$ cat src/rtl/dmem_lsu_ctrl_pkg.sv
// +--------------------------------------------------------------------------+
// | lsu_pkg : shared types and helpers for the dmem_lsu_ctrl load/store unit  |
// | Revision: 1.0                                                             |
// +--------------------------------------------------------------------------+
`default_nettype none

package lsu_pkg;

    localparam int LSU_LANES  = 4;
    localparam int LSU_BYTE_W = 8;

    typedef enum logic [1:0] {
        SZ_B   = 2'b00,
        SZ_H   = 2'b01,
        SZ_W   = 2'b10,
        SZ_BAD = 2'b11
    } lsu_size_e;

    typedef enum logic [1:0] {
        ST_IDLE    = 2'd0,
        ST_LD_WAIT = 2'd1,
        ST_RMW     = 2'd2,
        ST_DONE    = 2'd3
    } lsu_state_e;

    // Illegal size is treated as misaligned so a single flag drives the error path.
    function automatic logic lsu_misaligned(input lsu_size_e size, input logic [1:0] off);
        case (size)
            SZ_B:    return 1'b0;
            SZ_H:    return off[0];
            SZ_W:    return |off;
            default: return 1'b1;
        endcase
    endfunction

endpackage

`default_nettype wire

$ cat src/rtl/dmem_lsu_ctrl_if.sv
// +--------------------------------------------------------------------------+
// | dmem_lsu_ctrl_if : request/response and memory-port bundle of the LSU     |
// | Revision: 1.0                                                             |
// +--------------------------------------------------------------------------+
`default_nettype none

interface dmem_lsu_ctrl_if #(
    parameter int DATA_W = 32,
    parameter int ADDR_W = 14
) ();
    logic              req_valid;
    logic              req_ready;
    logic              req_we;
    logic [1:0]        req_size;
    logic              req_unsigned;
    logic [31:0]       req_addr;
    logic [DATA_W-1:0] req_wdata;
    logic              resp_valid;
    logic [DATA_W-1:0] resp_rdata;
    logic              resp_err;
    logic [ADDR_W-1:0] mem_addr;
    logic [DATA_W-1:0] mem_wdata;
    logic              mem_we;
    logic [DATA_W-1:0] mem_rdata;

    modport slave (
        input  req_valid, req_we, req_size, req_unsigned, req_addr, req_wdata, mem_rdata,
        output req_ready, resp_valid, resp_rdata, resp_err, mem_addr, mem_wdata, mem_we
    );

    modport master (
        output req_valid, req_we, req_size, req_unsigned, req_addr, req_wdata, mem_rdata,
        input  req_ready, resp_valid, resp_rdata, resp_err, mem_addr, mem_wdata, mem_we
    );
endinterface

`default_nettype wire

$ cat src/rtl/dmem_lsu_ctrl_lane_fmt.sv
// +--------------------------------------------------------------------------+
// | lsu_lane_fmt : combinational load extract/extend and store lane merge     |
// | Revision: 1.0                                                             |
// +--------------------------------------------------------------------------+
`default_nettype none

module lsu_lane_fmt
    import lsu_pkg::*;
#(
    parameter int DATA_W = 32
) (
    input  wire logic [DATA_W-1:0] ld_word,
    input  wire logic [1:0]        offset,
    input  lsu_size_e              size,
    input  wire logic              is_unsigned,
    input  wire logic [DATA_W-1:0] st_old,
    input  wire logic [DATA_W-1:0] st_new,
    output logic      [DATA_W-1:0] ld_data,
    output logic      [DATA_W-1:0] st_data
);

    logic [LSU_BYTE_W-1:0]   w_byte;
    logic [2*LSU_BYTE_W-1:0] w_half;
    logic                    w_sign;

    always_comb begin
        w_byte  = ld_word[{offset, 3'b000} +: LSU_BYTE_W];
        w_half  = ld_word[{offset[1], 4'b0000} +: 2*LSU_BYTE_W];
        w_sign  = 1'b0;
        ld_data = ld_word;
        case (size)
            SZ_B: begin
                w_sign  = ~is_unsigned & w_byte[LSU_BYTE_W-1];
                ld_data = {{(DATA_W-LSU_BYTE_W){w_sign}}, w_byte};
            end
            SZ_H: begin
                w_sign  = ~is_unsigned & w_half[2*LSU_BYTE_W-1];
                ld_data = {{(DATA_W-2*LSU_BYTE_W){w_sign}}, w_half};
            end
            default: ld_data = ld_word;
        endcase
    end

    always_comb begin
        st_data = st_old;
        case (size)
            SZ_B:    st_data[{offset, 3'b000} +: LSU_BYTE_W]       = st_new[LSU_BYTE_W-1:0];
            SZ_H:    st_data[{offset[1], 4'b0000} +: 2*LSU_BYTE_W] = st_new[2*LSU_BYTE_W-1:0];
            SZ_W:    st_data = st_new;
            default: st_data = st_old;
        endcase
    end

endmodule

`default_nettype wire

$ cat src/rtl/dmem_lsu_ctrl.sv
// +--------------------------------------------------------------------------+
// | dmem_lsu_ctrl : data-port load/store initiator with sub-word RMW stores;  |
// | define LSU_PERF_EN to add load/store performance counters.               |
// | Revision: 1.0                                                             |
// +--------------------------------------------------------------------------+
`default_nettype none

module dmem_lsu_ctrl
    import lsu_pkg::*;
#(
    parameter int DATA_W = 32,
    parameter int ADDR_W = 14
) (
    input  wire logic        clk,
    input  wire logic        rst_n,
`ifdef LSU_PERF_EN
    output logic [31:0]      perf_loads,
    output logic [31:0]      perf_stores,
`endif
    dmem_lsu_ctrl_if.slave   bus
);

    lsu_state_e        r_state;
    logic [ADDR_W-1:0] r_waddr;
    logic [1:0]        r_off;
    lsu_size_e         r_size;
    logic              r_unsigned;
    logic [DATA_W-1:0] r_wdata;

    lsu_size_e         w_size;
    logic              w_bad;
    logic              w_ready;
    logic              w_accept;
    logic              w_word_st;
    logic              w_load_done;
    logic              w_store_done;
    logic [DATA_W-1:0] w_ld_data;
    logic [DATA_W-1:0] w_st_data;
    logic              w_unused;

    assign w_size       = lsu_size_e'(bus.req_size);
    assign w_bad        = lsu_misaligned(w_size, bus.req_addr[1:0]);
    assign w_ready      = rst_n && (r_state == ST_IDLE);
    assign w_accept     = bus.req_valid && w_ready;
    assign w_word_st    = w_accept && bus.req_we && (w_size == SZ_W) && !w_bad;
    assign w_load_done  = (r_state == ST_LD_WAIT);
    assign w_store_done = w_word_st || (r_state == ST_RMW);
    assign w_unused     = &{1'b0, bus.req_addr[31:ADDR_W+2]};

    lsu_lane_fmt #(.DATA_W(DATA_W)) u_fmt (
        .ld_word     (bus.mem_rdata),
        .offset      (r_off),
        .size        (r_size),
        .is_unsigned (r_unsigned),
        .st_old      (bus.mem_rdata),
        .st_new      (r_wdata),
        .ld_data     (w_ld_data),
        .st_data     (w_st_data)
    );

    // Memory-port outputs are combinational so a word store and the first read
    // of a sub-word store both hit the memory on the accept edge.
    always_comb begin
        bus.req_ready = w_ready;
        bus.mem_addr  = '0;
        bus.mem_we    = 1'b0;
        bus.mem_wdata = '0;
        if (rst_n) begin
            case (r_state)
                ST_IDLE: begin
                    bus.mem_addr = bus.req_addr[ADDR_W+1:2];
                    if (w_word_st) begin
                        bus.mem_we    = 1'b1;
                        bus.mem_wdata = bus.req_wdata;
                    end
                end
                ST_RMW: begin
                    bus.mem_addr  = r_waddr;
                    bus.mem_we    = 1'b1;
                    bus.mem_wdata = w_st_data;
                end
                default: bus.mem_addr = r_waddr;
            endcase
        end
    end

    always_ff @(posedge clk or negedge rst_n) begin
        if (!rst_n) begin
            r_state        <= ST_IDLE;
            r_waddr        <= '0;
            r_off          <= '0;
            r_size         <= SZ_B;
            r_unsigned     <= 1'b0;
            r_wdata        <= '0;
            bus.resp_valid <= 1'b0;
            bus.resp_rdata <= '0;
            bus.resp_err   <= 1'b0;
        end else begin
            bus.resp_valid <= 1'b0;
            bus.resp_rdata <= '0;
            bus.resp_err   <= 1'b0;
            case (r_state)
                ST_IDLE: begin
                    if (w_accept) begin
                        r_waddr    <= bus.req_addr[ADDR_W+1:2];
                        r_off      <= bus.req_addr[1:0];
                        r_size     <= w_size;
                        r_unsigned <= bus.req_unsigned;
                        r_wdata    <= bus.req_wdata;
                        if (w_bad) begin
                            r_state        <= ST_DONE;
                            bus.resp_valid <= 1'b1;
                            bus.resp_err   <= 1'b1;
                        end else if (!bus.req_we) begin
                            r_state <= ST_LD_WAIT;
                        end else if (w_size == SZ_W) begin
                            r_state        <= ST_DONE;
                            bus.resp_valid <= 1'b1;
                        end else begin
                            r_state <= ST_RMW;
                        end
                    end
                end
                ST_LD_WAIT: begin
                    r_state        <= ST_IDLE;
                    bus.resp_valid <= 1'b1;
                    bus.resp_rdata <= w_ld_data;
                end
                ST_RMW: begin
                    r_state        <= ST_DONE;
                    bus.resp_valid <= 1'b1;
                end
                ST_DONE: r_state <= ST_IDLE;
                default: r_state <= ST_IDLE;
            endcase
        end
    end

`ifdef LSU_PERF_EN
    always_ff @(posedge clk or negedge rst_n) begin
        if (!rst_n) begin
            perf_loads  <= '0;
            perf_stores <= '0;
        end else begin
            if (w_load_done)  perf_loads  <= perf_loads + 32'd1;
            if (w_store_done) perf_stores <= perf_stores + 32'd1;
        end
    end
`else
    logic w_unused_perf;
    assign w_unused_perf = w_load_done ^ w_store_done;
`endif

endmodule

`default_nettype wire

$ cat src/flat_wrapper.sv
// flat-port wrapper written by rule: the top's interface ports become plain ports
module dmem_lsu_ctrl_flat import lsu_pkg::*;
#(
    parameter int DATA_W = 32,
    parameter int ADDR_W = 14
)
  (clk, rst_n, bus_req_valid, bus_req_we, bus_req_size, bus_req_unsigned, bus_req_addr, bus_req_wdata, bus_mem_rdata, bus_req_ready, bus_resp_valid, bus_resp_rdata, bus_resp_err, bus_mem_addr, bus_mem_wdata, bus_mem_we);
  dmem_lsu_ctrl_if #(.DATA_W(DATA_W), .ADDR_W(ADDR_W)) bus_i ();
  input  wire logic clk;
  input  wire logic rst_n;
  input wire logic [$bits(bus_i.req_valid)-1:0] bus_req_valid;
  input wire logic [$bits(bus_i.req_we)-1:0] bus_req_we;
  input wire logic [$bits(bus_i.req_size)-1:0] bus_req_size;
  input wire logic [$bits(bus_i.req_unsigned)-1:0] bus_req_unsigned;
  input wire logic [$bits(bus_i.req_addr)-1:0] bus_req_addr;
  input wire logic [$bits(bus_i.req_wdata)-1:0] bus_req_wdata;
  input wire logic [$bits(bus_i.mem_rdata)-1:0] bus_mem_rdata;
  output wire logic [$bits(bus_i.req_ready)-1:0] bus_req_ready;
  output wire logic [$bits(bus_i.resp_valid)-1:0] bus_resp_valid;
  output wire logic [$bits(bus_i.resp_rdata)-1:0] bus_resp_rdata;
  output wire logic [$bits(bus_i.resp_err)-1:0] bus_resp_err;
  output wire logic [$bits(bus_i.mem_addr)-1:0] bus_mem_addr;
  output wire logic [$bits(bus_i.mem_wdata)-1:0] bus_mem_wdata;
  output wire logic [$bits(bus_i.mem_we)-1:0] bus_mem_we;
  assign bus_i.req_valid = bus_req_valid;
  assign bus_i.req_we = bus_req_we;
  assign bus_i.req_size = bus_req_size;
  assign bus_i.req_unsigned = bus_req_unsigned;
  assign bus_i.req_addr = bus_req_addr;
  assign bus_i.req_wdata = bus_req_wdata;
  assign bus_i.mem_rdata = bus_mem_rdata;
  assign bus_req_ready = bus_i.req_ready;
  assign bus_resp_valid = bus_i.resp_valid;
  assign bus_resp_rdata = bus_i.resp_rdata;
  assign bus_resp_err = bus_i.resp_err;
  assign bus_mem_addr = bus_i.mem_addr;
  assign bus_mem_wdata = bus_i.mem_wdata;
  assign bus_mem_we = bus_i.mem_we;
  dmem_lsu_ctrl #(.DATA_W(DATA_W), .ADDR_W(ADDR_W)) u_core (.clk(clk), .rst_n(rst_n), .bus(bus_i));
endmodule
$ cat config.mk
export PLATFORM = sky130hd
export DESIGN_NAME = dmem_lsu_ctrl_flat
export DESIGN_NICKNAME = d
export VERILOG_FILES = /design/src/rtl/dmem_lsu_ctrl_pkg.sv /design/src/rtl/dmem_lsu_ctrl_if.sv /design/src/rtl/dmem_lsu_ctrl_lane_fmt.sv /design/src/rtl/dmem_lsu_ctrl.sv /design/src/flat_wrapper.sv
export SDC_FILE = /design/constraint.sdc
export NUM_CORES = 1
export LEC_CHECK = 0
export ABC_AREA = 1
export CORE_UTILIZATION = 56
export DETAILED_ROUTE_END_ITERATION = 8
export DONT_BUFFER_PORTS = 1
export PLACE_DENSITY_LB_ADDON = 0.25
export RECOVER_POWER = 25
export SLEW_MARGIN = 20
export SYNTH_ARGS = -nofsm -noshare
export SYNTH_HDL_FRONTEND = slang
export SYNTH_SLANG_ARGS = --single-unit
$ cat constraint.sdc
create_clock -name clk -period 6.2 [get_ports clk]
set_input_delay 0 -clock clk [delete_from_list [all_inputs] [get_ports clk]]
set_output_delay 0 -clock clk [all_outputs]
set_load 0.005 [all_outputs]
Word level (Yosys, flattened, before mapping)
Index checks and enable logic that the tools add are counted.
- add/subtract/negate cells: 2
- multipliers: 0
- divide/modulo/power cells: 0
- order comparisons: 0
- equal/unequal tests: 8
- shifts and indexed selects: 6
- multiplexer cells: 27
- bitwise gates (word level): 3
- reduce and logical (&&, ||, !) cells: 13
- operators by type and width (kind ; count):
    $pmux W32 S2 ; 2
    $mux W32 ; 3
    $pmux W32 S3 ; 1
    $bwmux W32 ; 2
    $shift A16 B7 Y32 const A ; 1
    $shift A8 B7 Y32 const A ; 1
    $shiftx A16 B7 Y32 ; 1
    $shiftx A32 B6 Y16 ; 1
    $shiftx A32 B6 Y8 ; 1
    $shiftx A8 B7 Y32 ; 1
    $mux W14 ; 2
    $neg A5 Y7 ; 2
    $mux W1 ; 10
    $eq A2 B2 Y1 const B ; 4
    $eq A2 B1 Y1 const B ; 3
    $logic_not A2 Y1 ; 3
    $mux W2 ; 3
    $pmux W2 S3 ; 1
    $reduce_or A2 Y1 ; 3
    $logic_and A1 B1 Y1 ; 5
    $pmux W1 S2 ; 2
    $pmux W1 S3 ; 1
    $and A1 B1 Y1 ; 2
    $ne A2 B1 Y1 const B ; 1
    3 further kinds ; 3
- flip-flop bits (word level): 87
- bits in latches: 0
- RAM bits: 0
- ROM bits: 0
- bits of input ports: 103
- logic and storage cells: 68
- memories kept: 0

Longest topological paths before layout
Gate-level depths: netlist of the first run.
- depth after elaboration: 9
- depth in mapped cells: 14
- mapped depth without buffers: 11

Cells and area by module
From an unflattened synthesis of the first run, not the netlist that was laid out.
- cell total of the unflattened synthesis: 995
- area, all modules: 6312.3 um^2
- modules (own cells, without submodules) (module ; instances ; cells each ; area each (um^2) ; seq. area each (um^2)):
    dmem_lsu_ctrl ; 1 ; 497 ; 3955.0 ; 2177.1
    lsu_lane_fmt ; 1 ; 498 ; 2357.3 ; 0.0

Least setup slack after synthesis of the first run
No wires, ideal clock.
- kind: reg2out
- start point: register u_core.r_off[0]
- end point: output port bus_mem_wdata[22]
- data arrival time: 2.140 ns
- required time: 6.200 ns
- slack: 4.060 ns
- cell stages (with the launch flop): 13
- cell sequence: dfrtp_1 inv_2 buf_2 clkbuf_1 ha_1 clkbuf_1 clkbuf_1 nor2_1 nor2_1 nand2_1 nand3_1 nand2_1 a21oi_1
- cells in the longest elaborated chain, start to end: 6
- elaborated cells on any way between the ends: 7
- classes of those cells: 1 x add/sub; 2 x shift; 4 x mux
- RTL lines (what ; line ; source):
    start: declaration ; dmem_lsu_ctrl.sv:25 ; logic [1:0] r_off;
    start signal: assignment ; dmem_lsu_ctrl.sv:106 ; r_off <= bus.req_addr[1:0];
    $neg A5 Y7 (*) ; dmem_lsu_ctrl_lane_fmt.sv:47 ; SZ_B: st_data[{offset, 3'b000} +: LSU_BYTE_W] = st_new[LSU_BYTE_W-1:0];
    $shiftx A8 B7 Y32 / $shift A8 B7 Y32 (equally long branches) ; dmem_lsu_ctrl_lane_fmt.sv:47 ;
    $bwmux W32 (*) ; dmem_lsu_ctrl_lane_fmt.sv:47 ;
    $pmux W32 S3 (*) ; dmem_lsu_ctrl_lane_fmt.sv:46 ; case (size)
    $pmux W32 S2 (*) ; dmem_lsu_ctrl.sv:69 ; case (r_state)
    $mux W32 (*) ; dmem_lsu_ctrl.sv:68 ; if (rst_n) begin
    end: declaration ; flat_wrapper.sv:23 ; output wire logic [$bits(bus_i.mem_wdata)-1:0] bus_mem_wdata;
Mark *: on every way between the ends. The rest lies on a longest branch, timed or not.

Worst setup path after layout of the first run
- start point: register u_core.r_off[1]
- end point: output port bus_mem_wdata[19]
- cells in the longest elaborated chain, start to end: 6
- elaborated cells on any way between the ends: 11
- classes of those cells: 2 x add/sub; 4 x shift; 5 x mux
- RTL lines (what ; line ; source):
    $neg A5 Y7 (on tied branches) ; dmem_lsu_ctrl_lane_fmt.sv:48, dmem_lsu_ctrl_lane_fmt.sv:47 ;
    $shiftx A16 B7 Y32 (tied with other cells) ; dmem_lsu_ctrl_lane_fmt.sv:48 ; SZ_H: st_data[{offset[1], 4'b0000} +: 2*LSU_BYTE_W] = st_new[2*LSU_BYTE_W-1:0];
    $bwmux W32 (on tied branches) ; dmem_lsu_ctrl_lane_fmt.sv:48, dmem_lsu_ctrl_lane_fmt.sv:47 ;
    $pmux W32 S3 (*) ; dmem_lsu_ctrl_lane_fmt.sv:46 ;
    $pmux W32 S2 (*) ; dmem_lsu_ctrl.sv:69 ;
    $mux W32 (*) ; dmem_lsu_ctrl.sv:68 ;
Marked as above.

==> results.json, run 1 <==
{
  "status": "completed",
  "grt_pass1_wl_um": 29700,
  "final_cell_mix": "nand2_1 (343), dlygate4sd3_1 (92), dfrtp_1 (87), a21oi_1 (86), nor2_1 (85)",
  "hpwl_um": 12600,
  "num_io_pins": 185,
  "diodes": 0,
  "syn_area_um2": 5750,
  "fillers": 847,
  "dieHeight_um": 103,
  "syn_nets": 1009,
  "drv_cap": 0,
  "placementRows": 36,
  "dieWidth_um": 103,
  "wire_per_inst_um": 18.0,
  "fin_crit_sh": 0.603,
  "start_util": 0.583,
  "grt_max_degree": 88,
  "start_kind": "flip-flop",
  "drc": 0,
  "rsz0062_at_grt": "no",
  "drive_above_1_share": 0.0387,
  "worstPathArrival_ns": 3.74,
  "syn_to_final_growth_pct": 19.1,
  "antenna_found_initial": 0,
  "skew_ns": 0.0149,
  "powerDensity_nw_per_um2": 449,
  "crit_fanout": 32,
  "max_slew_margin": 0.274,
  "gp_congestion": 0.961,
  "clkSinkCount": 87,
  "overflow": 0,
  "viasPerCell": 5.83,
  "layout_min_cycle_time_ns": 3.74,
  "clkLatencyLatePin_ns": 0.38,
  "coreArea_um2": 9860,
  "drt_first_pass_iters": 5,
  "grt_pass1_vias": 5844,
  "yosysSeqAreaShare": 0.378,
  "numPortBuffers": 0,
  "p_leak_nw": 3.40,
  "finalHoldViolCount": 0,
  "post_cts_buffers": 0,
  "min-delay-start": "bus_mem_rdata[28]",
  "cts.path.max_buffers": 2,
  "setup_tns_ns": 0,
  "cp-end-kind": "output port",
  "cts_tree": "done",
  "min_to": "u_core.bus.resp_rdata[12]",
  "ys_types": 27,
  "r2r_end": "u_core.r_state[0]",
  "ant_nets": 0,
  "yosys_register_bits": 87,
  "worstMarginPinSlew_ns": 1.09,
  "crit_type": "reg -> out",
  "hold_buffers": 93,
  "whs_path_depth": 4,
  "hold_path.class": "in -> reg",
  "vdd_drop_max_uv": 264,
  "crit_required_ns": 6.20,
  "reg2reg_depth": 9,
  "synth_warnings": 0,
  "grtUsageTotal": 0.372,
  "max_freq_ghz": 0.268,
  "drtIter0Drc": 551,
  "finalSetupViolCount": 0,
  "ctsResizeCount": 0,
  "cts_buffers": 9,
  "die-area_um2": 10700,
  "drt-total-wl_um": 19600,
  "routed-via-count": 6354,
  "slew_violations": 0,
  "layout.nets": 1064,
  "cts.reportedPaths.clkPinSlew_ns": 0.09,
  "utilization": 0.695,
  "cts-root-buf": "clkbuf_8",
  "avgSynthCellArea_um2": 6.42,
  "synthCells": 896,
  "cts_htree_levels": 3,
  "ff2ff_setup_slack_ns": 2.63,
  "r2r_start": "u_core.r_state[0]",
  "layout_commonest_cell": "nand2_1"
}
==> report_power, final <==
part	internal (W)	switching, W
Combinational	0.000530	0.00110
Clock	0.000171	0.000225
Sequential	0.000815	0.000241
Total	0.00152	0.00157
==> registers in the layout, summed over array words and instances (netlist names) <==
register,cells
u_core.r_wdata,32
u_core.r_size,2
u_core.bus.resp_valid,1
u_core.r_unsigned,1
u_core.r_state,2
u_core.r_waddr,14
u_core.r_off,2
u_core.bus.resp_err,1
u_core.bus.resp_rdata,32
==> worst max-delay path by stage <==
stage | from | end | cells past startpoint
after floorplan | u_core.r_off[0] | bus_mem_wdata[22] | 12
after global placement | u_core.r_state[0] | u_core.r_state[0] | 9
after detailed placement | u_core.r_state[0] | u_core.r_state[0] | 9
after CTS | u_core.r_off[1] | bus_mem_wdata[18] | 10
after global routing | u_core.r_state[0] | bus_mem_wdata[11] | 9
final | u_core.r_off[1] | bus_mem_wdata[19] | 10
==> cells in the mapped netlist (all sizes together) <==
cell type | n | share of area
clkinv | 4 | 0.0028
buf | 24 | 0.022
nand2 | 348 | 0.23
o221ai | 7 | 0.011
dfrtp | 87 | 0.38
o211ai | 8 | 0.010
o31ai | 1 | 0.0022
a22oi | 1 | 0.0013
nor2 | 87 | 0.058
ha | 10 | 0.022
inv | 65 | 0.042
nand4 | 8 | 0.0087
nand3 | 67 | 0.060
nor3 | 1 | 0.00087
clkbuf | 27 | 0.018
o22ai | 2 | 0.0022
o21ai | 63 | 0.056
a21oi | 86 | 0.075
==> layout make-up <==
class	count	area (um^2)	area share
Multi-Input combinational cell	689	3100	0.452
Sequential cell	87	2180	0.318
Timing Repair Buffer	95	963	0.141
Inverter	69	260	0.0380
Tap cell	133	166	0.0243
Clock buffer	11	151	0.0221
Clock inverter	5	40.0	0.00584
==> critical path: stages (launching register included) <==
cell	delay [ns]
dfrtp_1	1.04
inv_2	0.38
ha_1	0.47
clkinv_1	0.27
nor2_1	0.54
nand2_1	0.12
nand2_1	0.08
nand2_1	0.05
nand3_1	0.13
nand2_1	0.07
a21oi_1	0.21
==> kinds of logic (layout without fill, tap and decap cells) <==
family	Yosys count	after routing	share of synthesized area
AO/OA/AOI/OAI	168	168	0.158
AND/OR/NAND/NOR	511	511	0.357
flip-flops	87	87	0.378
adder cells (fa/ha/maj)	10	10	0.0217
buffers and inverters	120	180	0.0850
==> through the flow <==
stage	setup slack [ns]	hold slack, ns	cells	instance area (um^2)	total power (W)
4_1_cts	2.58	0.0523	1089	6860	0.00303
5_1_grt	2.18	0.0851	1089	6860	0.00335
3_3_place_gp	2.95	-0.293	980	5720	0.00249
3_5_place_dp	2.76	-0.293	980	5720	0.00255
2_1_floorplan	4.06	-0.296	896	5750	0.00219
6_report	2.46	0.0692	1089	6860	0.00308
==> layer usage <==
layer | wire length (um) | GRT usage
met2 | 8920 | 0.579
met1 | 8030 | 0.493
met3 | 2110 | 0.0948
met5 | 0 | 0
met4 | 574 | 0.157
(Power assumes the default switching activity.)
==> inputs of run 2 (changes only) <==
--- a/config.mk
+++ b/config.mk
@@ -5,7 +5,7 @@
 export SDC_FILE = /design/constraint.sdc
 export NUM_CORES = 1
 export LEC_CHECK = 0
-export ABC_AREA = 1
+export ABC_AREA = 0
 export CORE_UTILIZATION = 56
 export DETAILED_ROUTE_END_ITERATION = 8
 export DONT_BUFFER_PORTS = 1
==> constraint.sdc (replaced) <==
create_clock -name clk -period 3.4 [get_ports clk]
set_input_delay 0 -clock clk [delete_from_list [all_inputs] [get_ports clk]]
set_output_delay 0 -clock clk [all_outputs]
set_load 0.005 [all_outputs]
==> results.json, run 2 <==
{
  "grt_max_degree": 88,
  "routed-via-count": 4709,
  "grtUsageTotal": 0.353,
  "cts_htree_levels": 3,
  "start_util": 0.575,
  "yosys.area_share.simple": 0.105,
  "grt_pass1_wl_um": 26100,
  "yosysMostFrequentCell": "dfrtp_1",
  "synth_top_family_by_area": "compound AO/OA/AOI/OAI gates",
  "grt_pass1_vias": 4553,
  "async_flop_share": 1.00,
  "slowest_delay_ns": 0.80,
  "crit_fanout": 15,
  "r2r_end": "u_core.r_state[1]",
  "skew_ns": 0.00873,
  "layout_commonest_cell": "dfrtp_1",
  "syn_to_final_growth_pct": 20.7,
  "rsz0062_at_grt": "no",
  "syn_nets": 602,
  "ff_latch_area_um2": 2180,
  "yosysSeqAreaShare": 0.412,
  "cts_tree": "done",
  "syn_area_um2": 5290,
  "utilization": 0.694,
  "ctsResizeCount": 0,
  "num_io_pins": 185,
  "crit_type": "reg -> out",
  "reg2reg_depth": 8,
  "ant_nets": 0,
  "vdd_drop_max_uv": 555,
  "synthAdderAreaFrac": 0.0237,
  "synth_top_area_share": 0.412,
  "die-area_um2": 9830,
  "drtIter0Drc": 720,
  "min-delay-start": "bus_mem_rdata[1]",
  "drc": 0,
  "crit_buf_inv": 1,
  "finalSetupViolCount": 0,
  "fillers": 722,
  "worstPathArrival_ns": 3.07,
  "largestRegisters": "u_core.bus.resp_rdata x32, u_core.r_wdata x32, u_core.r_waddr x14",
  "synthCells": 489,
  "critPathTopFamily": "simple AND/OR/NAND/NOR gates",
  "avgSynthCellArea_um2": 10.8,
  "drv_cap": 1,
  "yosys-top-cells-count": "dfrtp_1 (87), mux2_2 (51), a22oi_1 (37), nor2_1 (36), mux2i_1 (31)",
  "drive_above_1_share": 0.160,
  "p_leak_nw": 2.81,
  "max_slew_margin": -0.443,
  "clkLatencyLatePin_ns": 0.37,
  "cts.path.max_buffers": 2,
  "synth_xor_area_frac": 0,
  "dieHeight_um": 99.2,
  "max_freq_ghz": 0.325,
  "synth-compound-area-share": 0.219,
  "viasPerCell": 6.98,
  "overflow": 0,
  "r2r_start": "u_core.r_state[1]",
  "dieWidth_um": 99.2,
  "cts_buffers": 9,
  "synth_edf_count": 0,
  "synth_warnings": 0,
  "layout_min_cycle_time_ns": 3.07,
  "start_kind": "flip-flop",
  "crit_required_ns": 3.40,
  "drt-total-wl_um": 17100,
  "violations": "capacitance limit, slew limit",
  "setup_tns_ns": 0,
  "drt_first_pass_iters": 6,
  "placementRows": 35,
  "cts-root-buf": "clkbuf_8",
  "cp-end-kind": "output port",
  "fin_crit_sh": 0.904,
  "crit_chain": "inv_1, ha_1, nor4bb_2, a32oi_1, nor2_1, a211o_1",
  "synthMuxAreaShare": 0.201,
  "p_total_w": 0.00517,
  "clkSinkCount": 87,
  "slew_violations": 88,
  "gp_congestion": 0.906,
  "ys_types": 53,
  "layout.nets": 673,
  "synth_area_leader_cell": "dfrtp_1",
  "min_to": "u_core.bus.resp_rdata[1]",
  "synth_ff_type": "dfrtp_1",
  "diodes": 0,
  "synthTopCellsByArea": "dfrtp_1 (41%), mux2_2 (11%), mux2i_1 (5.9%)",
  "worstMarginPinSlew_ns": 2.16,
  "coreArea_um2": 9200,
  "status": "finished with violations",
  "numPortBuffers": 0,
  "powerDensity_nw_per_um2": 810,
  "hold_path.class": "in -> reg",
  "cts.reportedPaths.clkPinSlew_ns": 0.08,
  "crit_slowest_cell": "dfrtp_1",
  "final_cell_mix": "dfrtp_1 (87), dlygate4sd3_1 (85), mux2_2 (51), a22oi_1 (37), nor2_1 (36)",
  "multi_input_comb_area_um2": 2910,
  "yosys_register_bits": 87,
  "hpwl_um": 10500,
  "whs_path_depth": 3,
  "antenna_found_initial": 0,
  "finalHoldViolCount": 0,
  "ff2ff_setup_slack_ns": 1.04,
  "wire_per_inst_um": 25.3
}
-- run 2: cell count changes in the layout (fill, tap and decap cells not counted), moves of 15 or more --
cell	before	now
inv_1	60	10
nor2_1	85	36
nand2_1	343	15
mux2i_1	0	31
nand3_1	65	11
a21oi_1	86	10
mux2_2	0	51
a22oi_1	1	37
a21o_1	0	16
o22ai_1	2	18
nor2b_1	0	15
o21ai_0	61	15
-- run 2: layout make-up --
class / count / area share
inverters: 12 / 0.00706
well taps: 111 / 0.0218
flip-flops and latches: 87 / 0.341
clock inverters: 3 / 0.0106
clock buffers: 12 / 0.0227
repair buffers: 92 / 0.141
multi-input cells: 358 / 0.456
-- run 2: what timing repair did --
item	4_1_cts	5_1_grt
buffers inserted	0	0
hold buffers	86	0
hold endpoints to repair	174	0
-- run 2: worst max-delay path by stage --
stage | start | endpoint | slack, ns | cells past startpoint
after floorplan | u_core.r_off[1] | bus_mem_wdata[0] | 1.51 | 7
after global placement | u_core.r_off[0] | bus_mem_wdata[16] | 0.61 | 6
after detailed placement | u_core.r_off[0] | bus_mem_wdata[23] | 0.45 | 6
after CTS | u_core.r_off[0] | bus_mem_wdata[16] | 0.04 | 6
after global routing | u_core.r_off[0] | bus_mem_wdata[4] | 0.15 | 6
final | u_core.r_off[0] | bus_mem_wdata[23] | 0.33 | 6
-- run 2: power breakdown --
| group | switching (W) | internal (W) |
|---|---|---|
| logic | 0.00126 | 0.00110 |
| registers | 0.000485 | 0.00151 |
| clock network | 0.000376 | 0.000431 |
| total | 0.00212 | 0.00304 |
-- run 2: tightest hold or removal path, cell delays in order --
cell and delay [ns]:
mux4_2 0.20, nor2_1 0.04, nor2_1 0.09
-- run 2: per-stage QoR --
step / instances / setup WS, ns / hold slack [ns] / cell area [um^2]
6_report: 675 / 0.325 / 0.00104 / 6380
5_1_grt: 675 / 0.147 / 0.0113 / 6380
4_1_cts: 675 / 0.0427 / 0.00402 / 6400
3_5_place_dp: 574 / 0.454 / -0.293 / 5310
3_3_place_gp: 574 / 0.610 / -0.293 / 5310
2_1_floorplan: 489 / 1.51 / -0.296 / 5290
-- run 2: cells by family after synthesis --
family,count (synthesis)
fa+ha+maj,10
buf+inv,44
flops,87
mux,90
compound gates,156
simple gates,102
-- run 2: routing by layer --
| metal | track usage | up-vias | part of all wire |
|---|---|---|---|
| met4 | 0.133 | 0 | 0.029 |
| met2 | 0.548 | 328 | 0.47 |
| met1 | 0.480 | 2324 | 0.39 |
| li1 | - | 2008 | - |
| met5 | 0 | - | 0 |
| met3 | 0.0892 | 49 | 0.11 |
